==> config.mk <==
export PLATFORM = sky130hd
export DESIGN_NAME = instruction_execute_muldiv
export DESIGN_NICKNAME = d
export VERILOG_FILES = /design/src/rtl/instruction_execute_muldiv.sv
export SDC_FILE = /design/constraint.sdc
export NUM_CORES = 2
export LEC_CHECK = 0
export ABC_AREA = 1
export CORE_ASPECT_RATIO = 1.1
export CORE_MARGIN = 2
export CORE_UTILIZATION = 35
export CTS_CLUSTER_SIZE = 16
export DETAILED_ROUTE_END_ITERATION = 16
export GPL_ROUTABILITY_DRIVEN = 0
export SLEW_MARGIN = 20
export SYNTH_ARGS = -nofsm -noshare
export SYNTH_HDL_FRONTEND = slang
export SYNTH_SLANG_ARGS = --single-unit
==> constraint.sdc <==
create_clock -name i_clk -period 22.9 [get_ports i_clk]
set_input_delay 5.725 -clock i_clk [delete_from_list [all_inputs] [get_ports i_clk]]
set_output_delay 5.725 -clock i_clk [all_outputs]
set_load 0.005 [all_outputs]
==> src/rtl/instruction_execute_muldiv.sv <==
// EX stage: forwarding muxes, single-cycle ALU, EX/MEM register and a
// multi-cycle multiply/divide unit owning the architectural HI/LO registers.
module instruction_execute_muldiv #(
  parameter int NB_DATA     = 32,
  parameter int NB_REG      = 5,
  parameter int MUL_LATENCY = 4,
  parameter int DIV_LATENCY = NB_DATA
) (
  input  logic               i_clk,
  input  logic               i_reset,
  input  logic               i_valid,
  input  logic               i_flush,
  input  logic [NB_DATA-1:0] i_RA,
  input  logic [NB_DATA-1:0] i_RB,
  input  logic [NB_DATA-1:0] i_inmediato,
  input  logic [NB_REG-1:0]  i_rt,
  input  logic [NB_REG-1:0]  i_rd,
  input  logic [4:0]         i_shamt,
  input  logic [5:0]         i_op,
  input  logic               i_EX_alu_src,
  input  logic               i_EX_reg_dst,
  input  logic               i_WB_write,
  input  logic               i_WB_mem_to_reg,
  input  logic               i_MEM_read,
  input  logic               i_MEM_write,
  input  logic [1:0]         i_corto_rs,
  input  logic [1:0]         i_corto_rt,
  input  logic [NB_DATA-1:0] i_input_ALU_MEM,
  input  logic [NB_DATA-1:0] i_output_WB,
  output logic               o_stall,
  output logic               o_busy,
  output logic               o_valid,
  output logic               o_WB_write,
  output logic               o_WB_mem_to_reg,
  output logic               o_MEM_read,
  output logic               o_MEM_write,
  output logic [NB_REG-1:0]  o_write_reg,
  output logic [NB_DATA-1:0] o_ALU_result,
  output logic [NB_DATA-1:0] o_data_to_write_in_MEM,
  output logic [NB_DATA-1:0] o_hi,
  output logic [NB_DATA-1:0] o_lo
);
  localparam int CNT_MAX = (MUL_LATENCY > DIV_LATENCY) ? MUL_LATENCY : DIV_LATENCY;
  localparam int NB_CNT  = $clog2(CNT_MAX + 1);

  localparam logic [5:0] OP_SLL  = 6'b000000, OP_SRL  = 6'b000010, OP_SRA  = 6'b000011;
  localparam logic [5:0] OP_MFHI = 6'b010000, OP_MTHI = 6'b010001;
  localparam logic [5:0] OP_MFLO = 6'b010010, OP_MTLO = 6'b010011;
  localparam logic [5:0] OP_MULT = 6'b011000, OP_MULTU = 6'b011001;
  localparam logic [5:0] OP_DIV  = 6'b011010, OP_DIVU  = 6'b011011;
  localparam logic [5:0] OP_AND  = 6'b100100, OP_OR   = 6'b100101;
  localparam logic [5:0] OP_XOR  = 6'b100110, OP_NOR  = 6'b100111;
  localparam logic [5:0] OP_SLT  = 6'b101010, OP_SLTU = 6'b101011;

  typedef enum logic [1:0] {IDLE, MUL_BUSY, DIV_BUSY} state_t;

  function automatic logic [NB_DATA-1:0] cond_neg(input logic [NB_DATA-1:0] v, input logic neg);
    return neg ? -v : v;
  endfunction

  state_t                   state_q, state_d;
  logic [NB_CNT-1:0]        cnt_q;
  logic signed [NB_DATA-1:0] op_a, op_b_fwd, op_b, alu_res;
  logic [NB_DATA-1:0]       opa_q, opb_q, rem_q, rem_d, quo_d;
  logic [NB_DATA:0]         div_shift, div_trial;
  logic                     div_ge, mul_signed_q, neg_quo_q, neg_rem_q;
  logic [2*NB_DATA-1:0]     mul_ext_a, mul_ext_b, mul_prod;
  logic                     is_mul, is_div, is_mt, is_hilo, no_wb;
  logic                     accept, start_mul, start_div, done, bubble, div_signed;

  always_comb begin
    case (i_corto_rs)
      2'b00:   op_a = i_RA;
      2'b01:   op_a = i_output_WB;
      2'b10:   op_a = i_input_ALU_MEM;
      default: op_a = '0;
    endcase
    case (i_corto_rt)
      2'b00:   op_b_fwd = i_RB;
      2'b01:   op_b_fwd = i_output_WB;
      2'b10:   op_b_fwd = i_input_ALU_MEM;
      default: op_b_fwd = '0;
    endcase
    op_b = i_EX_alu_src ? i_inmediato : op_b_fwd;
  end

  assign is_mul     = (i_op == OP_MULT) || (i_op == OP_MULTU);
  assign is_div     = (i_op == OP_DIV) || (i_op == OP_DIVU);
  assign is_mt      = (i_op == OP_MTHI) || (i_op == OP_MTLO);
  assign is_hilo    = is_mul || is_div || is_mt || (i_op == OP_MFHI) || (i_op == OP_MFLO);
  assign no_wb      = is_mul || is_div || is_mt;
  assign o_busy     = (state_q != IDLE);
  assign o_stall    = i_valid && o_busy && is_hilo;
  assign accept     = i_valid && !o_stall && !i_flush;
  assign start_mul  = accept && is_mul;
  assign start_div  = accept && is_div;
  assign done       = o_busy && (cnt_q == '0);
  assign bubble     = !i_valid || i_flush || o_stall;
  assign div_signed = (i_op == OP_DIV);

  always_comb begin
    alu_res = '0;
    casez (i_op)
      OP_SLL:    alu_res = op_b << i_shamt;
      OP_SRL:    alu_res = op_b >> i_shamt;
      OP_SRA:    alu_res = op_b >>> i_shamt;
      6'b10000?: alu_res = op_a + op_b;
      6'b10001?: alu_res = op_a - op_b;
      OP_AND:    alu_res = op_a & op_b;
      OP_OR:     alu_res = op_a | op_b;
      OP_XOR:    alu_res = op_a ^ op_b;
      OP_NOR:    alu_res = ~(op_a | op_b);
      OP_SLT:    alu_res = NB_DATA'(op_a < op_b);
      OP_SLTU:   alu_res = NB_DATA'($unsigned(op_a) < $unsigned(op_b));
      OP_MFHI:   alu_res = o_hi;
      OP_MFLO:   alu_res = o_lo;
      default:   alu_res = '0;
    endcase
  end

  // Sign extension makes the truncated 2N-bit product correct for MULT too.
  assign mul_ext_a = {{NB_DATA{mul_signed_q & opa_q[NB_DATA-1]}}, opa_q};
  assign mul_ext_b = {{NB_DATA{mul_signed_q & opb_q[NB_DATA-1]}}, opb_q};
  assign mul_prod  = mul_ext_a * mul_ext_b;

  // Restoring step: dividend bits shift out of opa_q's top, quotient bits in at the bottom.
  assign div_shift = {rem_q, opa_q[NB_DATA-1]};
  assign div_trial = div_shift - {1'b0, opb_q};
  assign div_ge    = !div_trial[NB_DATA];
  assign rem_d     = div_ge ? div_trial[NB_DATA-1:0] : div_shift[NB_DATA-1:0];
  assign quo_d     = {opa_q[NB_DATA-2:0], div_ge};

  always_comb begin
    state_d = state_q;
    case (state_q)
      IDLE: begin
        if (start_mul)      state_d = MUL_BUSY;
        else if (start_div) state_d = DIV_BUSY;
      end
      MUL_BUSY, DIV_BUSY: if (cnt_q == '0) state_d = IDLE;
      default:            state_d = IDLE;
    endcase
  end

  always_ff @(posedge i_clk) begin
    if (i_reset) begin
      state_q <= IDLE;
      cnt_q   <= '0;
    end else begin
      state_q <= state_d;
      if (start_mul)                cnt_q <= NB_CNT'(MUL_LATENCY - 1);
      else if (start_div)           cnt_q <= NB_CNT'(DIV_LATENCY - 1);
      else if (o_busy && !done)     cnt_q <= cnt_q - NB_CNT'(1);
    end
  end

  // Divide-by-zero keeps the quotient positive so LO ends as all ones and HI as the dividend.
  always_ff @(posedge i_clk) begin
    if (start_mul) begin
      opa_q        <= op_a;
      opb_q        <= op_b;
      mul_signed_q <= (i_op == OP_MULT);
    end else if (start_div) begin
      opa_q     <= cond_neg(op_a, div_signed && op_a[NB_DATA-1]);
      opb_q     <= cond_neg(op_b, div_signed && op_b[NB_DATA-1]);
      rem_q     <= '0;
      neg_quo_q <= div_signed && (op_a[NB_DATA-1] ^ op_b[NB_DATA-1]) && (op_b != '0);
      neg_rem_q <= div_signed && op_a[NB_DATA-1];
    end else if (state_q == DIV_BUSY) begin
      opa_q <= quo_d;
      rem_q <= rem_d;
    end
  end

  always_ff @(posedge i_clk) begin
    if (i_reset) begin
      o_hi <= '0;
      o_lo <= '0;
    end else if (done && state_q == MUL_BUSY) begin
      {o_hi, o_lo} <= mul_prod;
    end else if (done && state_q == DIV_BUSY) begin
      o_hi <= cond_neg(rem_d, neg_rem_q);
      o_lo <= cond_neg(quo_d, neg_quo_q);
    end else if (accept && i_op == OP_MTHI) begin
      o_hi <= op_a;
    end else if (accept && i_op == OP_MTLO) begin
      o_lo <= op_a;
    end
  end

  // EX/MEM boundary
  always_ff @(posedge i_clk) begin
    if (i_reset) begin
      o_valid                <= 1'b0;
      o_WB_write             <= 1'b0;
      o_WB_mem_to_reg        <= 1'b0;
      o_MEM_read             <= 1'b0;
      o_MEM_write            <= 1'b0;
      o_write_reg            <= '0;
      o_ALU_result           <= '0;
      o_data_to_write_in_MEM <= '0;
    end else begin
      o_valid                <= !bubble;
      o_WB_write             <= !bubble && !no_wb && i_WB_write;
      o_WB_mem_to_reg        <= !bubble && !no_wb && i_WB_mem_to_reg;
      o_MEM_read             <= !bubble && !no_wb && i_MEM_read;
      o_MEM_write            <= !bubble && !no_wb && i_MEM_write;
      o_write_reg            <= bubble ? '0 : (i_EX_reg_dst ? i_rd : i_rt);
      o_ALU_result           <= bubble ? '0 : alu_res;
      o_data_to_write_in_MEM <= bubble ? '0 : op_b_fwd;
    end
  end
endmodule
==> impl_results.md <==
- Run status: finished clean
- Area grow syn2layout: 10.4%
- Final Hold Viols: 0
- Hpwl dp: 206000 microns
- Maxcap violations: 0
- CP Launch Type: input port
- Cts hold-fix bufs: 0
- Buf+Inv Stages, Crit Path: 4
- Critical path data arrival time: 7.98 ns
- Die X: 415 microns
- Drt drc: 0
- Final period util: 59.8%
- Worst setup path start: i_op[4]
- Drt pass-1 iters: 9
- Number of synthesized register bits: 245
- Placed Instance Area: 0.0706 sq mm
- Critical Path RT: 17.18 ns
- Family with the most delay on the worst path: buffers and inverters
- Vias in the first global route: 63500
- Root Driver: clkbuf_16
- Mapped Avg Cell Area: 7.11 sq um
- Final Skew: 0.0450 ns
- I/O pins: 335
- Initial antenna violation count: 4
- Slew headroom: 20.9%
- Synth top area share: 34.8%
- Post-route ant nets: 0
- Crit Path Category: in2out
- Main area contributors after synthesis: fa_1 (35%), nand2_1 (14%), inv_1 (12%), ha_1 (6.7%), edfxtp_1 (4.6%)
- Critical R2R Launch: opa_q[31]
- Placeable Area: 0.184 sq mm
- CTS HTree Levels: 1
- Fin crit period: 13.70 ns
- Post-synth cell types: 72
- Worst Path Max Fanout: 2
- Die H: 456 microns
- Critical Path Sink: o_stall
- RSZ-0062 raised after global routing: false
- Min-delay worst type: reg2reg
- Setup slack, reg-to-reg: 12.83 ns
- CP max stage delay: 0.66 ns
- Yosys warning total: 0
- First-pass GRT wire length: 382000 microns
- Sequential area share after synthesis: 9.08%
- Postcts setup bufs: 0
- Cts bufs inserted: 30
- Critical path's slowest cell: clkdlybuf4s50_1
- Starting Density: 35.3%
- Fin area: 0.0717 sq mm
- Final setup fails: 0
- Routed vias: 61700
- Critical Path, Cell by Cell: clkdlybuf4s50_1, inv_1, nor2_1, inv_1, nor4_2, clkdlybuf4s50_1
- Critical Path Stages: 6
- Worst-Margin Slew: 1.17 ns
- Final wirelength: 251000 microns
- Ys flop type: dfxtp_1
- # clock sinks: 245
- Setup TNS Final: 0 ns
- Nets@finish: 10900
- Post-synthesis cell area: 0.0650 sq mm
- Largest net degree at the start of global routing: 71
- Hold slack: 0.532 ns
- # rows: 165
- CP Capture Type: output port
- Number of synthesized flops with an enable pin: 99
- TritonCTS clock tree: built
- Post-CTS sizing: 0
- Overall Global Routing Usage: 26.3%
- R2r worst-path depth: 31
- Remaining Overflow, GRT: 0
- Starting DRT DRC Count: 6473
- IO Port Bufs: 334
- Leading area contributor after synthesis: fa_1
- Mean number of vias per cell: 5.31
- Worst skew pair latency: 0.66 ns
- Max Root-Sink Buffers: 3
- DIE AREA: 0.189 sq mm
- Max Slew Vio Count: 0
- Async SR Flop Fraction: 0%
- Syn_nets: 10800
- Finished Core Util: 38.9%
- Crit Reg-Reg Endpoint: o_hi[26]
- Fraction of layout cells with a size suffix above 1: 3.42%
- Clock transition at path regs: 0.06 ns
- Post-Syn Instances: 9136
- FMAX: 73.0 MHz
- Wire per inst: 21.6 microns
worst min-delay path by stage:
stage,from,to,slack [ns],cells after the start
after global routing,state_q[1],state_q[1],0.56,2
after CTS,state_q[1],state_q[1],0.53,2
after global placement,state_q[0],state_q[0],0.50,2
after detailed placement,state_q[1],state_q[1],0.52,2
final,state_q[1],state_q[1],0.53,2
after floorplan,o_lo[28],o_lo[28],0.47,2
layer usage:
layer  track usage (%)  vias to the layer above  share of wire [%]
met4              19.1                        4                8.9
met2              44.2                     3075                 47
li1                  -                    27600                  -
met5                 0                        -              0.011
met3              3.77                      749                7.9
met1              30.6                    30300                 36
cells in the final DEF, fill, tap and decap left out, drive strengths merged, types with 60 or more instances in the layout:
cell type | netlist | layout
buf | 109 | 138
nand3 | 319 | 319
nor2 | 547 | 547
o21ai | 459 | 459
clkdlybuf4s50 | 0 | 331
a31oi | 83 | 83
nor3 | 60 | 60
a21oi | 362 | 362
fa | 1128 | 1128
xor2 | 63 | 63
nand2 | 2453 | 2453
dfxtp | 146 | 146
edfxtp | 99 | 99
inv | 2126 | 2127
ha | 349 | 349
area by class of cell:
| cell class | count | area, sq um |
|---|---|---|
| Antenna cell | 3 | 7.51 |
| Tap cell | 2421 | 3030 |
| Sequential cell | 245 | 5900 |
| Timing Repair Buffer | 470 | 4360 |
| Multi-Input combinational cell | 6295 | 49300 |
| Clock inverter | 15 | 193 |
| Clock buffer | 41 | 921 |
| Inverter | 2138 | 8030 |
| Fill cell | 19300 | 112000 |
Yosys cell counts, types with 83 or more instances:
cell type and number:
ha_1 349, inv_1 2112, edfxtp_1 99, fa_1 1128, nand3_1 315, o21ai_0 438
a31oi_1 83, clkbuf_1 348, nor2_1 528, nand2_1 2413, dfxtp_1 146, a21oi_1 355
cell families (layout without fill, tap and decap cells):
| logic type | count (synthesis) | count (layout) | share of synthesized area [%] |
|---|---|---|---|
| compound gates | 1206 | 1206 | 10.9 |
| fa+ha+maj | 1477 | 1477 | 41.5 |
| mux | 7 | 7 | 0.108 |
| simple gates | 3504 | 3504 | 21.9 |
| xor+xnor | 101 | 101 | 1.36 |
| flops | 245 | 245 | 9.08 |
| buf+inv | 2596 | 2664 | 15.2 |
| other cells | 0 | 3 | 0 |
metrics by stage:
| stage | std cells | worst slack [ns] |
|---|---|---|
| final | 11600 | 9.20 |
| after global routing | 11600 | 9.13 |
| after detailed placement | 11600 | 9.18 |
| after floorplan | 9136 | 10.97 |
| after CTS | 11600 | 9.18 |
| after global placement | 11600 | 9.12 |
worst reg2reg max path: cells and delay by family (launching register included):
kind	cells	cell delay, ns
fa+ha+maj	9	4.49
compound gates	8	2.20
buf+inv	9	1.70
simple gates	5	1.27
flops	1	0.32
Power is not shown: default switching activity piles up to over one toggle a cycle in this logic, so the estimate is an artifact.
